$ cat src/rtl/nibble_pkg.sv
// Shared nibble-processor definitions: field widths, result entry layout and
// opcode bit positions used by the result capture path.
package nibble_pkg;
  localparam int DATA_W = 8;
  localparam int ADDR_W = 5;
  localparam int OP_W   = 3;
  localparam int INST_W = 24;

  // Opcode field bit positions
  localparam int OP_MEM_BIT  = 0;
  localparam int OP_NEG_BIT  = 1;
  localparam int OP_CTRL_BIT = 2;

  typedef struct packed {
    logic [OP_W-1:0]   op;
    logic [ADDR_W-1:0] addr;
    logic [DATA_W-1:0] r;
  } result_entry_t;

  localparam int ENTRY_W = $bits(result_entry_t);
endpackage

$ cat src/rtl/result_fifo_mem.sv
// DEPTH x WIDTH register array: one synchronous write port, one asynchronous
// read port. Contents are intentionally not reset.
module result_fifo_mem
  import nibble_pkg::*;
#(
  parameter  int DEPTH = 8,
  parameter  int WIDTH = ENTRY_W,
  localparam int PTR_W = $clog2(DEPTH)
) (
  input  logic             clk,
  input  logic             i_we,
  input  logic [PTR_W-1:0] i_waddr,
  input  logic [WIDTH-1:0] i_wdata,
  input  logic [PTR_W-1:0] i_raddr,
  output logic [WIDTH-1:0] o_rdata
);
  logic [WIDTH-1:0] r_mem [DEPTH];

  always_ff @(posedge clk) begin
    if (i_we) r_mem[i_waddr] <= i_wdata;
  end

  assign o_rdata = r_mem[i_raddr];
endmodule

$ cat src/rtl/result_out_fifo.sv
// Show-ahead FIFO capturing committed results {op, addr, r} for slow sinks.
// Optional saturating drop counter enabled by `define RESULT_FIFO_DROP_CNT_EN.
module result_out_fifo #(
  parameter  int DEPTH   = 8,
  parameter  int DATA_W  = nibble_pkg::DATA_W,
  parameter  int ADDR_W  = nibble_pkg::ADDR_W,
  parameter  int OP_W    = nibble_pkg::OP_W,
  localparam int PTR_W   = $clog2(DEPTH),
  localparam int CNT_W   = PTR_W + 1,
  localparam int ENTRY_W = OP_W + ADDR_W + DATA_W
) (
  input  logic               clk,
  input  logic               reset,
  input  logic               wr_en,
  input  logic [DATA_W-1:0]  r_in,
  input  logic [ADDR_W-1:0]  addr_in,
  input  logic [OP_W-1:0]    op_in,
  output logic               out_valid,
  input  logic               out_ready,
  output logic [ENTRY_W-1:0] out_data,
  output logic [CNT_W-1:0]   count,
  output logic               full,
`ifdef RESULT_FIFO_DROP_CNT_EN
  output logic [7:0]         drop_count,
`endif
  output logic               overflow
);
  logic [PTR_W-1:0] r_rd_ptr, r_wr_ptr;
  logic [CNT_W-1:0] r_count;
  logic             r_overflow;
  logic             w_empty, w_full, w_pop, w_push, w_drop;

  assign w_empty = (r_count == '0);
  assign w_full  = (r_count == CNT_W'(DEPTH));
  assign w_pop   = ~w_empty & out_ready;
  // A pop on the same edge frees the slot, so a full FIFO still accepts it
  assign w_push  = wr_en & (~w_full | w_pop);
  assign w_drop  = wr_en & w_full & ~w_pop;

  result_fifo_mem #(.DEPTH(DEPTH), .WIDTH(ENTRY_W)) u_mem (
    .clk     (clk),
    .i_we    (w_push & ~reset),
    .i_waddr (r_wr_ptr),
    .i_wdata ({op_in, addr_in, r_in}),
    .i_raddr (r_rd_ptr),
    .o_rdata (out_data)
  );

  always_ff @(posedge clk or posedge reset) begin
    if (reset) begin
      r_rd_ptr   <= '0;
      r_wr_ptr   <= '0;
      r_count    <= '0;
      r_overflow <= 1'b0;
    end else begin
      if (w_push) r_wr_ptr <= r_wr_ptr + PTR_W'(1);
      if (w_pop)  r_rd_ptr <= r_rd_ptr + PTR_W'(1);
      case ({w_push, w_pop})
        2'b10:   r_count <= r_count + CNT_W'(1);
        2'b01:   r_count <= r_count - CNT_W'(1);
        default: r_count <= r_count;
      endcase
      if (w_drop) r_overflow <= 1'b1;
    end
  end

`ifdef RESULT_FIFO_DROP_CNT_EN
  logic [7:0] r_drop_cnt;

  always_ff @(posedge clk or posedge reset) begin
    if (reset)                              r_drop_cnt <= '0;
    else if (w_drop && r_drop_cnt != 8'hFF) r_drop_cnt <= r_drop_cnt + 8'd1;
  end

  assign drop_count = r_drop_cnt;
`endif

  assign out_valid = ~w_empty;
  assign full      = w_full;
  assign count     = r_count;
  assign overflow  = r_overflow;
endmodule

$ cat config.mk
export PLATFORM = sky130hd
export DESIGN_NAME = result_out_fifo
export DESIGN_NICKNAME = d
export VERILOG_FILES = /design/src/rtl/nibble_pkg.sv /design/src/rtl/result_fifo_mem.sv /design/src/rtl/result_out_fifo.sv
export SDC_FILE = /design/constraint.sdc
export NUM_CORES = 1
export LEC_CHECK = 0
export ABC_AREA = 1
export CORE_ASPECT_RATIO = 1.1
export CORE_MARGIN = 2
export CORE_UTILIZATION = 45
export CTS_CLUSTER_SIZE = 8
export DETAILED_ROUTE_END_ITERATION = 8
export HOLD_SLACK_MARGIN = 0.06
export SLEW_MARGIN = 20
export SYNTH_ARGS = -nofsm -noshare
export SYNTH_HDL_FRONTEND = slang
export SYNTH_SLANG_ARGS = --single-unit
export TNS_END_PERCENT = 100
$ cat constraint.sdc
create_clock -name clk -period 7 [get_ports clk]
set_input_delay 1.05 -clock clk [delete_from_list [all_inputs] [get_ports clk]]
set_output_delay 1.05 -clock clk [all_outputs]
set_load 0.02 [all_outputs]
==> metrics.cfg, run 1 <==
[timing]
worst_pin_slew_ns=1.00
drv_slew=0
clock.fmax_mhz=259
rsz0062_at_grt=false
finalSetupTns_ns=0
worst_hold_slack_ns=0.503
min_period_ns=3.87
fin_crit_sh=0.553
skew_ns=0.00670
finalHoldViolCount=0
setup_viol=0
relSlewSlack=0.332

[layout]
syn_to_final_growth_pct=21.8
fillers=1031
final_cells=665
finish.utilization=0.565
drive_above_1_share=0.121
nNetsFinal=521
antenna_cells=0

[global_routing]
grt_use_met3=0.0400
met2_usage=0.302
top_usage_layer=met2
met1_usage=0.235
grt_util_all_layers=0.180
first_global_vias=3485
overflow=0
grt_max_degree=66
grt_first_pass_wirelength_um=18300
antenna_found_initial=0

[routing]
firstDrtPassIters=4
drcViolationCount=0
drtIter0Drc=305
via_per_inst=5.33
wirelength_um=11500
dr_total_vias=3543
wl_per_cell_um=17.2
postRouteAntennaNets=0

[synthesis]
syn_area_mm2=0.00560
synth_common_cells=128 x edfxtp_1, 119 x nor2_1, 65 x o21ai_0
yosysSeqAreaShare=0.735
synth_area_per_cell_um2=12.5
postSynth.asyncResetShare=0.0791
synth_cell_types=27
synth_top_area_frac=0.686
synth.area.top_cells=edfxtp_1 69%, nor2_1 8.0%, o21ai_0 5.8%
syn_inst=449
synth_nets=472
synth.largest_area_cell=edfxtp_1
synth.most_common_cell=edfxtp_1
ys.flop_type=edfxtp_1
synth_edf_count=128
yosys_warnings=0
synth_seq_cells=139

[worst_setup_path]
crit_start=r_rd_ptr[0]
r2r_start=count[0]
rr_endpoint=u_mem.r_mem[1][1]
critPathLaunchType=register
cp.arrival_ns=2.82
cp_max_fo=65
required_ns=5.95
cpPeakStageDelay_ns=0.71
rrSetupSlack_ns=4.60
crit_type=register to output port
r2r_cells=9
crit_slowest_cell=inv_2
cp-end-kind=output port
crit_path_cell_trace=inv_2 > o21ai_0 > o22ai_1 > nor2_1 > a31oi_1 > clkdlybuf4s50_1

[placed_design]
hpwlAfterDp_um=6320
dp_cells=633
gp_congestion=0.814
io_buffers=42

[cts]
cts_buffers=17
post-cts-setup-buffer-count=0
cts_tree=yes
cts_hold_buf=0
ctsResizeCount=0
clock_sinks=139
h-tree-depth=4
clk_path_buf_depth=2
clkTransAtPathRegs_ns=0.06
clock_latency_ns=0.41
cts_root_buf=clkbuf_16

[floorplan]
rows=42
die_h_um=121
start_util=0.464
dieArea_mm2=0.0134
die_x_um=110
ios=43
fp.coreArea_mm2=0.0121

[hold_path]
min_to=overflow
hold_path_startpoint=overflow
holdPathStages=1
hold_class=register to register

[power]
power.density_mw_per_mm2=444
vdd_drop_max_v=0.000246
leakage_nw=2.37

[job]
maxCapViolations=0

[run_status]
status=completed

==> worst max-delay path: cells and delay by family (launching register included) <==
family	cells	cell delay, ns
buffers and inverters	2	1.37
AO/OA/AOI/OAI	3	0.58
flip-flops	1	0.40
AND/OR/NAND/NOR	1	0.05
==> cell families (layout without fill, tap and decap cells) <==
kind of cell | count (synthesis) | count (layout) | share of synthesized area
buffers and inverters | 39 | 101 | 0.0281
adders and majority gates | 3 | 3 | 0.00670
AOI/OAI and AO/OA | 102 | 102 | 0.0991
DFF | 139 | 139 | 0.735
and+or+nand+nor | 159 | 159 | 0.120
xor gates and xnor gates | 7 | 7 | 0.0109
==> per-layer routing <==
| layer | up-vias | routed length (um) |
|---|---|---|
| li1 | 1717 | - |
| met1 | 1716 | 5090 |
| met2 | 99 | 5680 |
| met3 | 11 | 586 |
| met4 | 0 | 116 |
| met5 | - | 0 |
==> cell usage in the layout, fill, tap and decap left out <==
cell type / netlist / final
o22ai_1: 16 / 16
a31oi_1: 16 / 16
dfrtp_1: 11 / 10
o21ai_1: 2 / 2
buf_4: 0 / 11
inv_6: 0 / 2
nand2_4: 4 / 4
nor3_2: 0 / 4
clkinv_2: 0 / 5
edfxtp_1: 128 / 128
nand3_1: 5 / 5
clkinvlp_4: 0 / 3
xnor2_1: 2 / 2
o21bai_1: 2 / 2
inv_2: 3 / 4
inv_1: 12 / 11
ha_1: 3 / 3
nor4_2: 1 / 1
nand4_1: 2 / 2
nor2_1: 119 / 119
o21ai_0: 65 / 65
inv_4: 1 / 1
nand2_2: 2 / 2
xor2_1: 5 / 5
a21oi_1: 1 / 1
nand3_4: 1 / 1
clkdlybuf4s50_1: 0 / 42
nor2_2: 1 / 1
clkbuf_16: 0 / 17
clkinv_4: 0 / 2
dfrtp_2: 0 / 1
nand2_1: 20 / 20
bufinv_16: 0 / 3
==> registers in the layout, indices dropped and copies added (netlist names) <==
name and cells:
overflow 1, r_wr_ptr 3, count 4, r_rd_ptr 3, u_mem.r_mem 128
==> stage by stage <==
| step | power (mW) | instance area, um^2 | setup slack [ns] |
|---|---|---|---|
| finish | 3.03 | 6820 | 3.13 |
| global route | 3.20 | 6820 | 2.87 |
| CTS | 3.06 | 6820 | 3.09 |
| detailed placement | 2.16 | 6230 | 3.51 |
| global placement | 2.16 | 6230 | 3.52 |
| floorplan | 1.76 | 5600 | 3.95 |
==> layout make-up <==
class / count / area, um^2 / area share
Tap cell: 154 / 193 / 0.0282
Clock inverter: 15 / 173 / 0.0253
Inverter: 16 / 62.6 / 0.00917
Multi-Input combinational cell: 271 / 1350 / 0.197
Clock buffer: 17 / 425 / 0.0623
Timing Repair Buffer: 53 / 503 / 0.0737
Sequential cell: 139 / 4120 / 0.604
==> how the worst max path moves through the flow <==
stage	endpoint	slack [ns]	cells after the start
3_5_place_dp	out_data[6]	3.51	6
5_1_grt	out_data[3]	2.87	6
3_3_place_gp	out_data[6]	3.52	6
6_report	out_data[6]	3.13	6
4_1_cts	out_data[6]	3.09	6
2_1_floorplan	u_mem.r_mem[6][0]	3.95	3
==> power by group <==
part | internal [mW] | switching [mW]
registers | 1.00 | 0.0501
logic | 0.408 | 0.676
clock network | 0.559 | 0.337
No activity file was read; power rests on OpenSTA's default activity.
==> run 2: changes to the inputs <==
==> constraint.sdc (replaced) <==
create_clock -name clk -period 3.8 [get_ports clk]
set_input_delay 0.57 -clock clk [delete_from_list [all_inputs] [get_ports clk]]
set_output_delay 0.57 -clock clk [all_outputs]
set_load 0.02 [all_outputs]
==> metrics.cfg, run 2 (same netlist as run 1, synthesis figures left out) <==
[timing]
setup_viol=0  ; unchanged
finalSetupTns_ns=0  ; unchanged
drv_slew=0  ; unchanged
finalHoldViolCount=0  ; unchanged
worst_hold_slack_ns=0.446  ; -0.0579 ns
worst_pin_slew_ns=0.739  ; -0.262 ns
skew_ns=0.00394  ; -0.00276 ns
min_period_ns=3.42
clock.fmax_mhz=293
relSlewSlack=0.504  ; +0.172
rsz0062_at_grt=false
fin_crit_sh=0.899

[cts]
cts_hold_buf=0  ; unchanged
cts_tree=yes
cts_buffers=17  ; unchanged
ctsResizeCount=0  ; unchanged
clk_path_buf_depth=2  ; unchanged
post-cts-setup-buffer-count=0  ; unchanged
clkTransAtPathRegs_ns=0.05  ; about the same
h-tree-depth=4  ; unchanged
clock_sinks=139  ; unchanged
clock_latency_ns=0.41  ; about the same
cts_root_buf=clkbuf_16

[floorplan]
dieArea_mm2=0.0134  ; unchanged
die_h_um=121  ; unchanged
rows=42  ; unchanged
die_x_um=110  ; unchanged
fp.coreArea_mm2=0.0121  ; unchanged
start_util=0.464  ; unchanged
ios=43  ; unchanged

[hold_path]
hold_class=input port to async pin

[routing]
drtIter0Drc=305  ; unchanged
postRouteAntennaNets=0  ; unchanged
firstDrtPassIters=4  ; unchanged
wirelength_um=11700  ; +1.6%
drcViolationCount=0  ; unchanged
dr_total_vias=3577  ; +0.96%
wl_per_cell_um=17.3  ; +0.35%
via_per_inst=5.32  ; -0.24%

[layout]
largest_register_ffs=128  ; unchanged
syn_to_final_growth_pct=23.8
regMostFlops=u_mem.r_mem
regArea_mm2=0.00412  ; unchanged
drive_above_1_share=0.125  ; +0.00391
antenna_cells=0  ; unchanged
nNetsFinal=529  ; +1.5%
mostFrequentLayoutCells=128 x edfxtp_1, 119 x nor2_1, 65 x o21ai_0, 42 x clkdlybuf4s50_1, 20 x nand2_1
layout_commonest_cell=edfxtp_1
multiInputGateArea_mm2=0.00135  ; unchanged
fin_area_mm2=0.00694  ; +1.7%
finish.utilization=0.574  ; +0.00963
fillers=995  ; -3.5%

[worst_setup_path]
cp.arrival_ns=2.85  ; +0.03 ns
critPathLaunchType=register
cp_max_fo=36  ; -45%
required_ns=3.23  ; -2.72 ns
crit_type=register to output port
cp-end-kind=output port

[power]
pwr-share-seq=0.350  ; +0.003
vdd_drop_max_v=0.000399  ; +62%
power.density_mw_per_mm2=827  ; +86%
leakage_nw=2.43  ; +2.6%
pwr-share-comb=0.347  ; -0.011
p_sw_frac=0.339  ; -0.0124
switching_power_mw=1.94  ; +83%
power_mw=5.74  ; +89%
internal_power_mw=3.79  ; +93%
p_clk_frac=0.303  ; +0.007

[placed_design]
hpwlAfterDp_um=7010  ; +11%
io_buffers=42  ; unchanged
gp_congestion=0.822  ; +0.91%
placed_area_mm2=0.00631  ; +1.4%

[global_routing]
antenna_found_initial=0  ; unchanged
grt_first_pass_wirelength_um=18700  ; +2.1%
grt_max_degree=49  ; -26%
overflow=0  ; unchanged
first_global_vias=3609  ; +3.6%
grt_util_all_layers=0.185  ; +0.00474

[job]
maxCapViolations=0  ; unchanged

[run_status]
status=completed

## run 2: changes by cell type in the layout (fill, tap and decap cells not counted), moves of 2 or more
cell	before	now
bufinv_16	3	5
clkinv_4	2	0
buf_4	11	17
clkinv_2	5	3
clkinv_1	0	3
buf_12	0	2
## run 2: metal layers
layer,part of all wire,GRT usage,vias to the layer above
li1,-,-,1723
met2,0.48,0.294,104
met5,0,0,-
met4,0.013,0.0750,0
met1,0.45,0.242,1734
met3,0.055,0.0514,16
## run 2: path summary, 6_finish.rpt
kind                             start                  to  slack, ns  cells after the start
setup / recovery           r_rd_ptr[0]         out_data[1]       0.38                      6
hold / removal                   reset         r_wr_ptr[0]       0.45                      3
setup reg to reg              count[0]  u_mem.r_mem[4][10]       1.37                      9
hold reg to reg               overflow            overflow       0.49                      1
max in group asynchronous        reset         r_rd_ptr[0]       3.19                      3
min in group clk              overflow            overflow       0.49                      1
## run 2: power by group through the flow
stage / logic, mW / clock network, mW / registers [mW]
after floorplan: 1.26 / 0 / 1.98
after global placement: 1.99 / 0 / 2.03
after detailed placement: 2.00 / 0 / 2.04
after CTS: 2.01 / 1.76 / 2.01
after global routing: 2.21 / 1.84 / 2.03
final: 1.99 / 1.74 / 2.01
## run 2: layout make-up
class,count,share of cell area
inverters,16,0.00901
clock inverters,14,0.0288
repair buffers,61,0.0847
well taps,154,0.0278
flip-flops and latches,139,0.594
clock buffers,18,0.0618
multi-input cells,271,0.194
## run 2: worst max-delay path, stage by stage, from the launching register on
cell and delay, ns:
dfrtp_2 0.71, buf_4 0.45, o21ai_0 0.17, o22ai_1 0.21, nor2_1 0.07, a31oi_1 0.17, clkdlybuf4s50_1 0.64
## run 2: metrics by stage
stage,std cells,setup WS [ns]
5_1_grt,673,0.165
2_1_floorplan,449,1.03
4_1_cts,673,0.364
6_report,673,0.383
3_3_place_gp,641,0.816
3_5_place_dp,641,0.808
==> run 3: changes to the inputs <==
--- a/config.mk
+++ b/config.mk
@@ -9,11 +9,13 @@
 export CORE_ASPECT_RATIO = 1.1
 export CORE_MARGIN = 2
 export CORE_UTILIZATION = 45
-export CTS_CLUSTER_SIZE = 8
+export CTS_CLUSTER_SIZE = 40
 export DETAILED_ROUTE_END_ITERATION = 8
 export HOLD_SLACK_MARGIN = 0.06
+export PLACE_DENSITY = 0.67
 export SLEW_MARGIN = 20
 export SYNTH_ARGS = -nofsm -noshare
 export SYNTH_HDL_FRONTEND = slang
+export SYNTH_HIERARCHICAL = 1
 export SYNTH_SLANG_ARGS = --single-unit
 export TNS_END_PERCENT = 100
==> metrics.cfg, run 3 <==
[cts]
cts_root_buf=clkbuf_16
ctsResizeCount=0  ; unchanged
cts_hold_buf=0  ; unchanged
clock_sinks=139  ; unchanged
cts_tree=yes
post-cts-setup-buffer-count=0  ; unchanged
clkTransAtPathRegs_ns=0.06  ; about the same
clk_path_buf_depth=2  ; unchanged
clock_latency_ns=0.42  ; about the same
cts_buffers=17  ; unchanged
h-tree-depth=4  ; unchanged

[synthesis]
syn_area_mm2=0.00631  ; +13%
yosysSeqAreaShare=0.652  ; -0.0827
postSynth.asyncResetShare=0.0791  ; unchanged
synth_compound_area_frac=0.00654  ; -0.0926
synthMuxAreaShare=0.00357  ; +0.00357
synth.largest_area_cell=edfxtp_1
synth_area_per_cell_um2=9.85  ; -21%
synthSimpleGateAreaFrac=0.210  ; +0.0897
synth_cell_types=26  ; -3.7%
synth_edf_count=128  ; unchanged
synth-xor-area-share=0.00832  ; -0.00262
synth_top_family_by_area=simple AND/OR/NAND/NOR gates
synth.area.top_cells=edfxtp_1 61%, nand2_1 13%, inv_1 8.6%
ys.flop_type=edfxtp_1
synth_top_area_frac=0.609  ; -0.0772
yosys_warnings=6  ; +6
synth.most_common_cell=nand2_1
synth_common_cells=223 x nand2_1, 145 x inv_1, 128 x edfxtp_1
synth_seq_cells=139  ; unchanged
synth_nets=664  ; +41%
synth_fa_ha_area_frac=0.00594  ; -0.000754
syn_inst=641  ; +43%

[power]
pwr-share-comb=0.371  ; +0.024
p_sw_frac=0.355  ; +0.0166
p_clk_frac=0.296  ; -0.007
switching_power_mw=2.06  ; +5.9%
internal_power_mw=3.73  ; -1.6%
leakage_nw=3.44  ; +42%
power_mw=5.79  ; +0.90%
vdd_drop_max_v=0.000475  ; +19%
power.density_mw_per_mm2=770  ; -6.9%
pwr-share-seq=0.333  ; -0.017

[layout]
antenna_cells=0  ; unchanged
drive_above_1_share=0.0838  ; -0.0414
fillers=1205  ; +21%
regMostFlops=u_mem/r_mem
layout_commonest_cell=nand2_1
largest_register_ffs=128  ; unchanged
mostFrequentLayoutCells=223 x nand2_1, 145 x inv_1, 128 x edfxtp_1, 70 x nand3_1, 42 x clkdlybuf4s50_1
regArea_mm2=0.00412  ; unchanged
syn_to_final_growth_pct=19.1
nNetsFinal=714  ; +35%
multiInputGateArea_mm2=0.00148  ; +9.7%

[timing]
min_period_ns=3.30  ; -0.116 ns
finalHoldViolCount=0  ; unchanged
rsz0062_at_grt=false
skew_ns=0.00883  ; +0.00489 ns
fin_crit_sh=0.869  ; -0.0304
relSlewSlack=0.395  ; -0.109
setup_viol=0  ; unchanged
clock.fmax_mhz=303  ; +3.5%
drv_slew=0  ; unchanged
worst_pin_slew_ns=0.906  ; +0.167 ns
finalSetupTns_ns=0  ; unchanged

[worst_setup_path]
cpPeakStageDelay_ns=0.69  ; -0.02 ns
crit_slowest_cell=clkinv_2
crit_path_cell_trace=clkinv_2 > nand2_1 > nand3_1 > nand2_1 > nand2_1 > nand2_1 > clkdlybuf4s50_1
crit_type=register to output port
cp.arrival_ns=2.73  ; -0.12 ns
required_ns=3.23  ; about the same
crit_family=buffers and inverters
r2r_start=count[0]
rr_endpoint=u_mem/r_mem[0][10]
path_depth=7  ; +1
r2r_cells=7  ; -2
cp_max_fo=64  ; +78%
critPathLaunchType=register
rrSetupSlack_ns=1.96  ; +0.59 ns
cp-end-kind=output port
critPathBufInv=2  ; unchanged
crit_top_cell=nand2_1

[routing]
dr_total_vias=4192  ; +17%
wl_per_cell_um=14.1  ; -19%
postRouteAntennaNets=0  ; unchanged
wirelength_um=12500  ; +7.6%
firstDrtPassIters=5  ; +1
drtIter0Drc=292  ; -4.3%
drcViolationCount=0  ; unchanged
via_per_inst=4.70  ; -12%

[global_routing]
overflow=0  ; unchanged
grt_use_met3=0.0487  ; -0.00275
top_usage_layer=met2
grt_util_all_layers=0.181  ; -0.00397
antenna_found_initial=0  ; unchanged
first_global_vias=3963  ; +9.8%
met2_usage=0.300  ; +0.00508
met1_usage=0.229  ; -0.0133
grt_first_pass_wirelength_um=19900  ; +6.5%
grt_max_degree=67  ; +37%

[floorplan]
ios=43  ; unchanged
dieArea_mm2=0.0150  ; +12%
fp.coreArea_mm2=0.0137  ; +14%
rows=45  ; +7.1%
die_h_um=128  ; +5.9%
die_x_um=117  ; +5.9%
start_util=0.460  ; -0.00401

[run_status]
status=completed

[hold_path]
hold_class=input port to async pin

[job]
maxCapViolations=0  ; unchanged

[placed_design]
io_buffers=42  ; unchanged
gp_congestion=0.726  ; -12%
hpwlAfterDp_um=7070  ; +0.74%

==> run 3: cell count changes in the layout (fill, tap and decap cells not counted), sizes merged, moves of 2 or more <==
cell      delta
nand2      +202
inv        +128
nor2       -106
nand3       +65
o21ai       -64
o22ai       -16
a31oi       -15
buf          -7
nor3         -4
clkinv       +2
clkinvlp     +2
mux2         +2
xor2         -2
==> run 3: cell type report <==
cell class              count  share of cell area
multi-input cells         333               0.197
well taps                 188              0.0313
clock inverters            15              0.0266
clock buffers              17              0.0566
flip-flops and latches    139               0.548
repair buffers             54              0.0679
inverters                 146              0.0730
==> run 3: through the flow <==
step	utilization	instance area, um^2	cells	setup WS, ns	hold slack [ns]
floorplan	-	6310	641	1.63	0.422
global placement	0.502	6890	860	1.12	0.454
detailed placement	0.502	6890	860	1.04	0.466
CTS	0.547	7520	892	0.569	0.484
global route	0.547	7520	892	0.307	0.502
finish	0.547	7520	892	0.499	0.477
==> run 3: how the worst max path moves through the flow <==
stage / start / end / slack [ns]
CTS: r_rd_ptr[0] / out_data[1] / 0.57
floorplan: count[0] / u_mem/r_mem[1][0] / 1.63
global route: r_rd_ptr[0] / out_data[13] / 0.31
finish: r_rd_ptr[0] / out_data[1] / 0.50
global placement: r_rd_ptr[0] / out_data[1] / 1.12
detailed placement: r_rd_ptr[0] / out_data[7] / 1.04
==> run 3: power groups by stage <==
stage | sequential [mW] | clock (mW) | combinational, mW
final | 1.93 | 1.71 | 2.15
after global routing | 1.95 | 1.81 | 2.39
after CTS | 1.93 | 1.74 | 2.16
after detailed placement | 1.96 | 0 | 2.15
after global placement | 1.95 | 0 | 2.10
after floorplan | 1.98 | 0 | 1.46
==> run 3: cell families (layout without fill, tap and decap cells) <==
family                   Yosys count  in the layout
adder cells (fa/ha/maj)            3              3
buffers and inverters            169            232
multiplexers                       2              2
AO/OA/AOI/OAI                      6              6
AND/OR/NAND/NOR                  316            316
XOR/XNOR                           6              6
flip-flops                       139            139
==> run 3: metal layers <==
metal / wire length [um] / share of wire / vias to the layer above
li1: - / - / 2096
met1: 5490 / 0.44 / 1959
met2: 6180 / 0.49 / 121
met3: 699 / 0.056 / 16
met4: 174 / 0.014 / 0
met5: 0 / 0 / -
==> variant 1 (settings of run 3) <==
`DEPTH` is set to 8 in 2 places; all go to 4.
--- a/src/rtl/result_fifo_mem.sv
+++ b/src/rtl/result_fifo_mem.sv
@@ -5,3 +5,3 @@
 #(
-  parameter  int DEPTH = 8,
+  parameter  int DEPTH = 4,
   parameter  int WIDTH = ENTRY_W,
--- a/src/rtl/result_out_fifo.sv
+++ b/src/rtl/result_out_fifo.sv
@@ -3,3 +3,3 @@
 module result_out_fifo #(
-  parameter  int DEPTH   = 8,
+  parameter  int DEPTH   = 4,
   parameter  int DATA_W  = nibble_pkg::DATA_W,
Ports: changed (resized count); port bits go from 43 to 42. The function was not compared with the original's and may differ.
==> variant 1 against run 3 <==
  * Total power shrank 51%
  * Routed wire length shrank 55%
  * Synthesized area shrank 49%
  * Worst setup slack gained 0.53 ns
  * Combinational power shrank 47%
  * Via count shrank 51%
  * Design area shrank 48%
  * Sequential cell count shrank 67
  * Global-route usage shrank 2.7 points
==> variant 1: results (changes against run 3) <==
| Metric | Value |
|---|---|
| Delay of the slowest critical-path stage | `0.59 ns (-0.10 ns)` |
| Post-CTS Setup Inserts | `0 (unchanged)` |
| Worst Skew | `0.00966 ns (+0.000827 ns)` |
| Number of cells on the worst hold path | `1` |
| Net count after synthesis | `340 (-49%)` |
| Ys flop type | `edfxtp_1` |
| Hold Crit Endpoint | `overflow` |
| Clk buf depth | `2 (unchanged)` |
| Max-slew violations | `0 (unchanged)` |
| Vias in the first global route | `1,995 (-50%)` |
| Share of flip-flops with an asynchronous set or reset | `11.1% (+3.2 points)` |
| Largest net degree at the start of global routing | `34 (-49%)` |
| Crit path from | `r_rd_ptr[0]` |
| Avg WL per Cell | `12.3 um (-12%)` |
| Inserted Clock Buffers | `9 (-8)` |
| Flop2flop setup slack | `1.99 ns (+0.03 ns)` |
| Initial antenna violation count | `0 (unchanged)` |
| Sw Ratio | `36.5% (+1.0 points)` |
| Clk slew on worst S/H paths | `0.08 ns (+0.02 ns)` |
| CTS root buffer | `clkbuf_8` |
| Port bufs | `41 (-2.4%)` |
| Max VDD drop | `0.417 mV (-12%)` |
| Worst R2R End | `count[2]` |
| Skew-Pair Late Insertion Delay | `0.34 ns (-0.08 ns)` |
| Status | `complete, no violations` |
| Post-synth cell types | `22 (-15%)` |
| Synth area leaders | `edfxtp_1 60%, nand2_1 12%, inv_1 9.3%` |
| Synth top cells by count | `99 x nand2_1, 80 x inv_1, 64 x edfxtp_1, 37 x nand3_1, 8 x dfrtp_1` |
| Global-route usage over all layers | `15.4% (-2.7 points)` |
| Fillcell total | `611 (-49%)` |
| Setup tns final | `0 ns (unchanged)` |
| Leak | `1.78 nW (-48%)` |
| Slowest CP cell | `clkdlybuf4s50_1` |
| Routability cong. | `0.712 (-2.0%)` |
| Final HPWL DP | `3480 um (-51%)` |
| Layout cells sized above 1 | `8.89% (+0.51 points)` |
| Initial DRC count | `111 (-62%)` |
| Reg with most FFs | `u_mem/r_mem` |
| First-pass GRT wire length | `9220 um (-54%)` |
| H-tree depth | `3 (-1)` |
| Hold Crit Class | `reg -> reg` |
| Sequential cell area fraction in the yosys report | `65.7% (+0.48 points)` |
| DRC | `0 (unchanged)` |
| Number of flip-flops in the largest register | `64 (-50%)` |
| Worst Reg-to-Reg Cells | `10 (+3)` |
| Worst slew margin | `75.7% (+36 points)` |
| DR vias | `2,070 (-51%)` |
| Worst endpoint data arrival time | `2.20 ns (-0.53 ns)` |
| Hold WS | `0.484 ns (+0.00703 ns)` |
| Drt first pass iters | `4 (-1)` |
| EDFF count, synth | `64 (-50%)` |
| CP max FO | `33 (-48%)` |
| Final Net Count | `388 (-46%)` |
variant 1: cell types whose count changed after synthesis, sizes merged, moves of 2 or more:
cell    before  now
xnor2        3    1
mux2         2    0
nor3         0    5
nor2        14    2
nand2      228  102
o21ai        3    1
dfrtp       11    8
inv        146   83
buf         23   10
edfxtp     128   64
nand3       71   38
ha           3    1
xor2         3    0
variant 1: final cells by class:
cell class              count  area [sq um]  area share [%]
clock buffers               9           124            3.15
clock inverters             7          95.1            2.42
inverters                  83           314            7.98
multi-input cells         153           718            18.3
flip-flops and latches     72          2120            53.9
well taps                  85           106            2.70
repair buffers             47           455            11.6
variant 1: through the flow:
step | total power [W] | instances | area [sq um] | util (%) | setup slack, ns
finish | 0.00285 | 456 | 3940 | 56.5 | 1.03
global route | 0.00302 | 456 | 3940 | 56.5 | 0.878
CTS | 0.00287 | 456 | 3940 | 56.5 | 0.997
detailed placement | 0.00222 | 440 | 3720 | 53.3 | 1.38
global placement | 0.00220 | 440 | 3720 | 53.3 | 1.43
floorplan | 0.00183 | 318 | 3230 | - | 1.34
variant 1: logic make-up after synthesis:
| kind of cell | synth area share, % |
|---|---|
| DFF | 65.7 |
| and+or+nand+nor | 20.0 |
| xor gates and xnor gates | 0.271 |
| adders and majority gates | 1.01 |
| AOI/OAI and AO/OA | 0.387 |
| buffers and inverters | 12.7 |
variant 1: worst max-delay path: cells and delay by family (launching register included):
family / cells / cell delay [ns]
buffers and inverters: 3 / 1.16
DFF: 1 / 0.39
and+or+nand+nor: 3 / 0.30
variant 1: worst max path at each step:
| stage | cells after the start | end | slack (ns) |
|---|---|---|---|
| after floorplan | 6 | u_mem/r_mem[0][0] | 1.34 |
| after global placement | 6 | out_data[11] | 1.43 |
| after detailed placement | 6 | out_data[11] | 1.38 |
| after CTS | 6 | out_data[10] | 1.0 |
| after global routing | 6 | out_data[11] | 0.88 |
| final | 6 | out_data[11] | 1.03 |
variant 1: power by group through the flow:
stage                     sequential (W)  combinational, W  clock, W
after floorplan                  0.00107          0.000754         0
after global placement           0.00106           0.00114         0
after detailed placement         0.00106           0.00116         0
after CTS                        0.00105           0.00116  0.000661
after global routing             0.00106           0.00127  0.000689
final                            0.00105           0.00115  0.000650
variant 1: routing by layer:
metal  global-route usage, %  wire length [um]  share of wire (%)
met5                       0                 0                  0
met4                    6.48                98                1.7
met3                    4.19               269                4.8
met2                    25.5              2660                 47
met1                    19.0              2590                 46
==> variant 2 (config.mk and constraints of run 3) <==
Without the edit above. Register the output `count` once more; this adds one clock of latency there. The other outputs are not delayed to match.
--- a/src/rtl/result_out_fifo.sv
+++ b/src/rtl/result_out_fifo.sv
@@ -79,3 +79,5 @@
   assign full      = w_full;
-  assign count     = r_count;
+  always_ff @(posedge clk) begin
+    count <= r_count;
+  end
   assign overflow  = r_overflow;
Formal check against the unedited RTL: not equivalent (Yosys sat finds a counterexample within 4 cycles, from zero or initial values and one cycle with reset high).
==> variant 2 against run 3 <==
  * Critical path type unchanged
  * Worst setup slack improved by 0.13 ns
  * Synthesized area rose by 1.1%
  * Global-route usage rose by 0.15 points
  * First-iteration DRC count fell by 14%
  * Total power rose by 1.1%
  * Design area rose by 0.83%
  * Sequential cell count rose by 4
  * Routed wire length rose by 1.3%
==> variant 2: results (changes against run 3) <==
| Metric | Value |
|---|---|
| Worst R2R End | `u_mem/r_mem[0][9]` |
| Inserted Clock Buffers | `17 (unchanged)` |
| CP max FO | `64 (unchanged)` |
| H-tree depth | `4 (unchanged)` |
| Hold Crit Endpoint | `count[1]` |
| Worst endpoint data arrival time | `2.61 ns (-0.12 ns)` |
| Initial antenna violation count | `0 (unchanged)` |
| Share of flip-flops with an asynchronous set or reset | `7.69% (-0.22 points)` |
| Max VDD drop | `0.535 mV (+13%)` |
| Avg WL per Cell | `14.2 um (+0.74%)` |
| Post-synth cell types | `26 (unchanged)` |
| Leak | `3.46 nW (+0.56%)` |
| Final Net Count | `719 (+0.70%)` |
| Port bufs | `42 (unchanged)` |
| Vias in the first global route | `4,336 (+9.4%)` |
| R2R Path Start | `r_count[0]` |
| Pre-CTS setup slack | `1.08 ns (+0.0411 ns)` |
| Biggest regs | `u_mem/r_mem x128, count x4, r_count x4` |
| Worst-Margin Slew | `1.07 ns (+0.161 ns)` |
| Status | `complete, no violations` |
| Hold Crit Class | `reg -> reg` |
| Post-CTS Setup Inserts | `0 (unchanged)` |
| Synth top cells by count | `226 x nand2_1, 144 x inv_1, 128 x edfxtp_1, 69 x nand3_1, 12 x buf_2` |
| Final HPWL DP | `7250 um (+2.6%)` |
| Cell count after placement | `865 (+0.58%)` |
| Drt first pass iters | `5 (unchanged)` |
| Skew-Pair Late Insertion Delay | `0.43 ns` |
| Vias per cell | `4.71 (+0.25%)` |
| Synth area leaders | `edfxtp_1 60%, nand2_1 13%, inv_1 8.5%` |
| Met3 wire len | `539 um (-23%)` |
| ANT cells | `0 (unchanged)` |
| Clk buf depth | `2 (unchanged)` |
| Routability cong. | `0.776 (+6.9%)` |
| EDFF count, synth | `128 (unchanged)` |
| Global-route usage over all layers | `18.2% (+0.15 points)` |
| Layout cells sized above 1 | `8.18% (-0.20 points)` |
| Fillcell total | `1,198 (-0.58%)` |
| Initial DRC count | `252 (-14%)` |
| Hold path start | `r_count[1]` |
| Placed Area | `6970 sq um (+1.1%)` |
| Max layer used | `met4` |
| Yosys warns | `6 (unchanged)` |
| Number of cells on the worst hold path | `0` |
| Met2 routed WL | `6410 um (+3.9%)` |
| Worst Reg-to-Reg Cells | `7 (unchanged)` |
| Ys flop type | `edfxtp_1` |
| Hold WS | `0.450 ns (-0.0263 ns)` |
| Clk slew on worst S/H paths | `0.06 ns (about the same)` |
| Drt total wl | `12,700 um (+1.3%)` |
| First-pass GRT wire length | `20,800 um (+4.4%)` |
| DRT met1 WL | `5410 um (-1.4%)` |
| Syn Area/Cell | `9.90 sq um (+0.50%)` |
| Net count after synthesis | `668 (+0.60%)` |
| Worst Skew | `0.0108 ns (+0.00197 ns)` |
| Sequential cell area fraction in the yosys report | `65.8% (+0.53 points)` |
| Largest net degree at the start of global routing | `67 (unchanged)` |
[variant 2: power breakdown]
| part | switching [W] | internal, W |
|---|---|---|
| combinational | 0.00137 | 0.000798 |
| sequential | 0.0000878 | 0.00191 |
| clock | 0.000651 | 0.00104 |
| total | 0.00211 | 0.00374 |
[variant 2: layout make-up]
type	instances	area, sq um	share of cell area (%)
Clock inverter	15	185	2.44
Sequential cell	143	4200	55.4
Inverter	146	548	7.23
Multi-Input combinational cell	333	1470	19.4
Clock buffer	17	425	5.61
Tap cell	188	235	3.10
Timing Repair Buffer	55	518	6.83
[variant 2: kinds of logic after synthesis]
family                   count (synthesis)  synth area share (%)
AO/OA/AOI/OAI                            5                 0.549
XOR/XNOR                                 7                 0.960
adder cells (fa/ha/maj)                  3                 0.588
buffers and inverters                  169                  11.2
flip-flops                             143                  65.8
multiplexers                             2                 0.353
AND/OR/NAND/NOR                        316                  20.6
[variant 2: how the worst max path moves through the flow]
stage	to	slack (ns)	depth (start not counted)
2_1_floorplan	u_mem/r_mem[1][0]	1.78	6
3_3_place_gp	out_data[4]	1.13	7
3_5_place_dp	out_data[15]	1.08	7
4_1_cts	out_data[2]	0.58	7
5_1_grt	out_data[4]	0.40	7
6_report	out_data[7]	0.62	7
[variant 2: critical path: stages (launching register included)]
cell,delay [ns]
dfrtp_2,0.40
inv_2,0.77
nand2_1,0.11
nand3_1,0.11
nand2_1,0.06
nand2_1,0.11
nand2_1,0.07
clkdlybuf4s50_1,0.53
[variant 2: layer usage]
| layer | up-vias | global-route usage [%] |
|---|---|---|
| met2 | 97 | 32.0 |
| met3 | 24 | 4.61 |
| li1 | 2101 | - |
| met4 | 0 | 9.28 |
| met5 | - | 0 |
| met1 | 2004 | 20.9 |
